===== src/rtl/ex_mem_pkg.sv =====
// ex_mem_pkg: shared state encoding and default field widths for the EX/MEM pipeline register.
package ex_mem_pkg;
    localparam int DATA_W = 32;
    localparam int REG_W  = 5;
    localparam int WB_W   = 2;
    localparam int M_W    = 3;
    typedef enum logic [1:0] {EMPTY = 2'd0, BUSY = 2'd1, FULL = 2'd2} state_e;
endpackage


===== src/rtl/ex_mem_pipe.sv =====
// ex_mem_pipe: EX/MEM pipeline register with a skid slot for full-throughput valid/ready flow.
//   clk, rst_n         : clock, asynchronous active-low reset
//   flush              : squash held and incoming entries
//   ex_valid/ex_ready  : upstream handshake; ex_* carry the entry
//   mem_valid/mem_ready: downstream handshake; mem_* driven straight from the main register
//   occupancy          : number of entries held (0..2)
module ex_mem_pipe #(
    parameter int DATA_W = ex_mem_pkg::DATA_W,
    parameter int REG_W  = ex_mem_pkg::REG_W,
    parameter int WB_W   = ex_mem_pkg::WB_W,
    parameter int M_W    = ex_mem_pkg::M_W
) (
    input  logic              clk,
    input  logic              rst_n,
    input  logic              flush,
    input  logic              ex_valid,
    output logic              ex_ready,
    input  logic [DATA_W-1:0] ex_bpc,
    input  logic [DATA_W-1:0] ex_alu_out,
    input  logic [DATA_W-1:0] ex_rd2,
    input  logic [WB_W-1:0]   ex_ctlwb,
    input  logic [M_W-1:0]    ex_ctlm,
    input  logic              ex_alu_zero,
    input  logic [REG_W-1:0]  ex_rd_mux,
    output logic              mem_valid,
    input  logic              mem_ready,
    output logic [DATA_W-1:0] mem_bpc,
    output logic [DATA_W-1:0] mem_alu_out,
    output logic [DATA_W-1:0] mem_rd2,
    output logic [WB_W-1:0]   mem_ctlwb,
    output logic [M_W-1:0]    mem_ctlm,
    output logic              mem_alu_zero,
    output logic [REG_W-1:0]  mem_rd,
    output logic [1:0]        occupancy
);
    import ex_mem_pkg::*;

    localparam int ENT_W = 3*DATA_W + WB_W + M_W + 1 + REG_W;
    // Selects the ctlwb/ctlm bits so an emptied main register presents a bubble.
    localparam logic [ENT_W-1:0] CTL_MASK = {{(3*DATA_W){1'b0}}, {(WB_W+M_W){1'b1}}, {(REG_W+1){1'b0}}};

    state_e             state_q;
    logic [ENT_W-1:0]   main_q;
    logic [ENT_W-1:0]   skid_q;
    logic [ENT_W-1:0]   ex_ent;
    logic [ENT_W-1:0]   main_bubble;
    logic               in_fire;
    logic               out_fire;

    assign ex_ent      = {ex_bpc, ex_alu_out, ex_rd2, ex_ctlwb, ex_ctlm, ex_alu_zero, ex_rd_mux};
    assign main_bubble = main_q & ~CTL_MASK;
    assign ex_ready    = state_q != FULL;
    assign mem_valid   = state_q != EMPTY;
    assign occupancy   = state_q;
    assign in_fire     = ex_valid & ex_ready;
    assign out_fire    = mem_valid & mem_ready;
    assign {mem_bpc, mem_alu_out, mem_rd2, mem_ctlwb, mem_ctlm, mem_alu_zero, mem_rd} = main_q;

    always_ff @(posedge clk or negedge rst_n) begin
        if (!rst_n) begin
            state_q <= EMPTY;
            main_q  <= '0;
            skid_q  <= '0;
        end else if (flush) begin
            state_q <= EMPTY;
            main_q  <= main_bubble;
            skid_q  <= '0;
        end else begin
            case (state_q)
                EMPTY: if (in_fire) begin
                    main_q  <= ex_ent;
                    state_q <= BUSY;
                end
                BUSY: if (in_fire && out_fire) begin
                    main_q <= ex_ent;
                end else if (in_fire) begin
                    skid_q  <= ex_ent;
                    state_q <= FULL;
                end else if (out_fire) begin
                    main_q  <= main_bubble;
                    state_q <= EMPTY;
                end
                FULL: if (out_fire) begin
                    main_q  <= skid_q;
                    state_q <= BUSY;
                end
                default: begin
                    main_q  <= main_bubble;
                    state_q <= EMPTY;
                end
            endcase
        end
    end
endmodule

===== config.mk =====
export PLATFORM = sky130hd
export DESIGN_NAME = ex_mem_pipe
export DESIGN_NICKNAME = d
export VERILOG_FILES = /design/src/rtl/ex_mem_pkg.sv /design/src/rtl/ex_mem_pipe.sv
export SDC_FILE = /design/constraint.sdc
export NUM_CORES = 1
export LEC_CHECK = 0
export BUFFER_PORTS_ARGS = -buffer_cell sky130_fd_sc_hd__buf_2
export CAP_MARGIN = 0
export CORE_MARGIN = 2
export CORE_UTILIZATION = 35
export DETAILED_ROUTE_END_ITERATION = 12
export GPL_ROUTABILITY_DRIVEN = 0
export MAX_ROUTING_LAYER = met4
export PLACE_DENSITY = 0.6
export RECOVER_POWER = 50
export SLEW_MARGIN = 20
export SYNTH_ARGS = -nofsm -noshare
export SYNTH_HDL_FRONTEND = slang
export SYNTH_SLANG_ARGS = --single-unit
export TNS_END_PERCENT = 5

===== constraint.sdc =====
create_clock -name clk -period 2.6 [get_ports clk]
set_clock_uncertainty 0.15 [all_clocks]
set_input_delay 0.52 -clock clk [delete_from_list [all_inputs] [get_ports clk]]
set_output_delay 0.52 -clock clk [all_outputs]
set_load 0.05 [all_outputs]

* Word level (Yosys, flattened, before mapping) *
Cells that the tools add are included.

storage, ports and cells
  output and inout port bits = 111
  register bits after elaboration = 216
  input port bits = 112
  word-level logic and storage cells = 47

operators by class
  multiplexer cells = 17
  bitwise operators = 3
  reduce and logical (&&, ||, !) cells = 10
  equal/unequal tests = 13

operators with widths
  operator                                                         number
  107-bit 2-to-1 mux                                               6
  107-bit one-hot mux with 3 select lines                          1
  11-bit 2-to-1 mux                                                3
  2-bit 2-to-1 mux                                                 6
  4-bit != test, second input constant                             3
  2-bit != test, second input constant                             5
  3-bit != test, second input constant                             3
  4-bit AND reduction                                              2
  2-bit one-hot mux with 3 select lines                            1
  2-bit nonzero test                                               3
  5-bit AND reduction                                              1
  3-bit AND reduction                                              1
  3-bit nonzero test                                               1
  1-bit AND                                                        2
  2-bit by 1-bit == test with 1-bit output, second input constant  1
  2-bit == test, second input constant                             1
  2-bit zero test                                                  1
  1-bit logical AND                                                1
  1-bit inverter                                                   1

* Longest topological paths before layout *
  depth in word-level cells = 7
  depth in mapped cells = 6
  mapped depth without buffers = 3

* Worst setup path before layout *
No wires, ideal clock.

  path type = reg-to-output
  from = reg state_q[1] (netlist: occupancy[1])
  to = out ex_ready
  cell stages (with the launch flop) = 5
  buffers on the path = 2
  arrival time = 1.591 ns
  setup slack = 0.339 ns
  required time = 1.930 ns
  path through = dfrtp_1 -> nor2b_1 -> buf_2 -> buf_2 -> inv_1

on the way
  longest elaborated chain between the ends = 1

ends and longest elaborated chain
  what                    line               text
  start, declared         ex_mem_pipe.sv:42  state_e state_q;
  start signal, assigned  ex_mem_pipe.sv:61  state_q <= EMPTY;
  start signal, assigned  ex_mem_pipe.sv:65  state_q <= EMPTY;
  start signal, assigned  ex_mem_pipe.sv:72  state_q <= BUSY;
  2-bit != test           ex_mem_pipe.sv:52  assign ex_ready = state_q != FULL;
  end, declared           ex_mem_pipe.sv:17  output logic ex_ready,

Every way passes these cells.

* Worst setup path in the final report *
  from = reg state_q[0] (netlist: occupancy[0])
  to = out mem_valid

on the way
  longest elaborated chain between the ends = 1

ends and longest elaborated chain
  what                line               text
  2-bit nonzero test  ex_mem_pipe.sv:53  assign mem_valid = state_q != EMPTY;
  end, declared       ex_mem_pipe.sv:25  output logic mem_valid,

Every way passes these cells.

==> results by stage <==
Outcome:
- The flow ran to the end, and the final reports show no timing, DRC or antenna violations.

Logic synthesis:
- Yosys mapped a number of flops with a built-in enable equal to 0.
- Summing every instance area after synthesis gives 9190 um2.
- Averaged over all synthesized cells, the footprint is 14.5 um2.
- The synthesized design devotes to its leading area cell type 58.8% of total area.
- The sequential-to-total area share from yosys stat is 58.8%.
- The count of state elements after synthesis is 216.
- The cell count after synthesis came out at 635.
- The most used flip-flop cell after synthesis is sky130_fd_sc_hd__dfrtp_1.
- In the synthesized netlist, the cells that appear most often are 216 x sky130_fd_sc_hd__dfrtp_1, 112 x sky130_fd_sc_hd__a22o_1, 103 x sky130_fd_sc_hd__a32o_1.
- Of all cell types, the one taking the most synthesized area is sky130_fd_sc_hd__dfrtp_1.
- The share of flip-flops with an asynchronous set or reset after synthesis is 100%.
- Ranked by total cell area, the synthesized netlist is headed by sky130_fd_sc_hd__dfrtp_1 59%, sky130_fd_sc_hd__mux2_2 12%, sky130_fd_sc_hd__a32o_1 11%.
- Synthesis instantiated 29 different standard cells from the library.
- The number of nets in the synthesized netlist is 747.
- During synthesis, Yosys emitted a total of 0 warnings.
- The most frequent cell after synthesis is sky130_fd_sc_hd__dfrtp_1.

Layout:
- The final instance count without filler cells is 1194.
- The layout-stage area growth over the synthesis result is 25.0%.
- The number of nets at the end of the flow is 950.
- Of the cells placed in the final design, the portion with a size suffix greater than 1 is 39.8%.

CTS:
- The clock passes through at most 3 buffers.
- The CTS tree is built.
- In this run the clock root is driven by a sky130_fd_sc_hd__clkbuf_16.
- The latest clock arrival within the worst-skew pair is 0.51 ns.
- CTS built an H-tree with a depth of 1.
- Counting every sink on the clock net gives 216.
- After clock tree synthesis, the clock-pin slew on the worst setup and hold paths is 0.06 ns.
- The number of buffers added by the clock tree synthesis step is 25.

GRT:
- The via count of the first global-routing pass was 6945.
- The overall global routing resource usage is 18.0%.
- The initial antenna violation count came to 3.
- Entering global routing, the biggest net connects 103 pins.
- The first global-routing pass estimated 39600 um of wire.
- The overall overflow remaining after global route is 0.

Setup path:
- The classification of the worst setup path is register to primary output.
- The required time of the worst setup path is 1.93 ns.
- The slowest stage of the critical path belongs to the cell sky130_fd_sc_hd__dfrtp_1.
- Data arrives at the worst endpoint at 1.70 ns.
- The biggest fanout along the worst timing path is 9.
- The worst setup path is captured at a primary output.
- The critical path startpoint category is a register.
- For this run, the slowest stage of the critical path takes 0.47 ns.
- Walking the worst path, the cells encountered are buf_4 -> or2_2 -> buf_2.

Routing:
- The detailed-route via count is 6673.
- The number of optimization iterations in the first detailed-route pass is 5.
- In the routed design, unresolved DRC markers number 0.
- The total wirelength of the detailed-routed design is 24600 um.
- Once detail routing completed, the nets flagged for antenna violations numbered 0.
- After detailed routing, the average wire length per cell comes to 20.6 um.
- The post-detailed-route via-to-cell ratio is 5.59.
- The number of DRC markers after the initial detailed-route iteration is 436.

Power:
- IR analysis of the VDD net gives a maximum drop of 0.684 mV.
- The reported leakage power is 5.23 nW.
- The power density over the cells is 901 nW/um2.

Timing:
- In the finished design, the share of the clock period the worst path needs comes to 91.1%.
- The total negative slack for setup checks is 0 ns.
- Final hold analysis gives a worst-case slack of 0.0807 ns.
- The count of endpoints failing hold in the final timing report is 0.
- The slack of the critical path is 0.232 ns.
- The relative slew slack is 23.2%.
- The time the final worst path needs with I/O delays and setup is 2.37 ns.
- Setup violations remaining at the end of the flow were counted as 0.
- The maximum operating frequency is 422 MHz.
- Setup repair after global routing left no endpoint under its margin.
- The final count of pins violating max slew is 0.
- The slew at the pin with the worst max-slew slack is 1.15 ns.

Job:
- The max-cap check violation count is 0.

Placed design:
- The worst-case setup slack after placement is 0.349 ns.
- The HPWL reported at the end of detailed placement is 14300 um.
- In this run the tool buffered the top-level ports with 222 buffer cells.
- Once placement completed, the tool counted placed cells totaling 1145.

Die:
- For this design the top-level I/O count stands at 223.
- The full die area is 27600 um2.
- The die outline height is 166 um.
- The die width is 166 um.
- The starting utilization of the core area is 35.5%.
- The number of rows in the core area is 59.
- The floorplan core area is 25900 um2.

Hold path:
- The type of the most critical hold path is primary input to register.
-- flip-flops by register name, indices dropped and copies added (netlist names) --
| register | cells |
|---|---|
| main_q | 107 |
| occupancy | 2 |
| skid_q | 107 |
-- layout by cell type (no fill, tap or decap), drive strengths merged --
master and count:
mux2i 6, o2bb2ai 5, a21oi 1, nand2 1
nor2b 1, o21ai 1, inv 1, nand4bb 1
nor3 1, a22o 112, dfrtp 216, diode 3
bufinv 3, or3b 1, nor2 3, and3b 1
o32ai 1, or2 2, a32o 103, buf 185
dlygate4sd3 1, clkinv 8, a21boi 1, clkbuf 95
a21bo 1, o21ba 2, mux2 102, nand3b 1
-- critical path: cells and delay by family, from the launching register on --
family                 cells  cell delay [ns]
buffers and inverters      2             0.42
AND/OR/NAND/NOR            1             0.28
flip-flops                 1             0.47
-- power by group --
| part | switching, mW | internal, mW | total [mW] |
|---|---|---|---|
| Clock | 1.38 | 2.20 | 3.58 |
| Combinational | 2.00 | 0.781 | 2.78 |
| Sequential | 0.215 | 3.78 | 3.99 |
| Total | 3.60 | 6.76 | 10.4 |
-- kinds of logic (layout without fill, tap and decap cells) --
| kind of cell | count (synthesis) | count (layout) | synth area share [%] |
|---|---|---|---|
| compound gates | 227 | 227 | 23.1 |
| buf+inv | 72 | 293 | 4.08 |
| flops | 216 | 216 | 58.8 |
| mux | 108 | 108 | 13.2 |
| other cells | 0 | 3 | 0 |
| simple gates | 12 | 12 | 0.871 |
-- layout make-up --
class	instances	area [um2]
multi-input combinational	347	3450
timing repair buffer	246	1360
tap	335	419
clock inverter	10	125
clock buffer	35	713
inverter	2	8.76
sequential	216	5410
antenna	3	7.51
fill	2388	14400
-- metrics by stage --
stage               power, mW  area (um2)  util, %
floorplan                6.09        9190        -
global placement         6.88       10700     41.4
detailed placement       6.90       10700     41.4
CTS                      10.5       11600     44.7
global route             10.8       11500     44.3
finish                   10.4       11500     44.3
-- timing repair --
action / CTS / global route
hold buffers: 1 / 0
resized for setup: 0 / 0
endpoints found under the hold margin: 63 / 0
setup buffers: 0 / 0
-- per-layer routing --
metal  part of all wire (%)  wire length, um  track usage [%]
met1                     46            11200             24.1
met2                     46            11300             28.1
met3                    6.0             1470             3.46
met4                    2.8              684             5.10
met5                      0                0                -
-- final timing paths --
kind | endpoint | from | cells past startpoint | slack, ns
max in group asynchronous | skid_q[2]$_DFFE_PN0P_ | rst_n | 3 | 0.40
max reg2reg | main_q[8]$_DFFE_PN0P_ | occupancy[1]$_DFFE_PN0P_ | 4 | 0.44
min | skid_q[76]$_DFFE_PN0P_ | ex_bpc[1] | 2 | 0.08
min in group asynchronous | skid_q[69]$_DFFE_PN0P_ | rst_n | 2 | 0.66
max | mem_valid | occupancy[0]$_DFFE_PN0P_ | 3 | 0.23
min reg2reg | main_q[11]$_DFFE_PN0P_ | main_q[11]$_DFFE_PN0P_ | 1 | 0.35
Power figures use the tool's default switching activity.
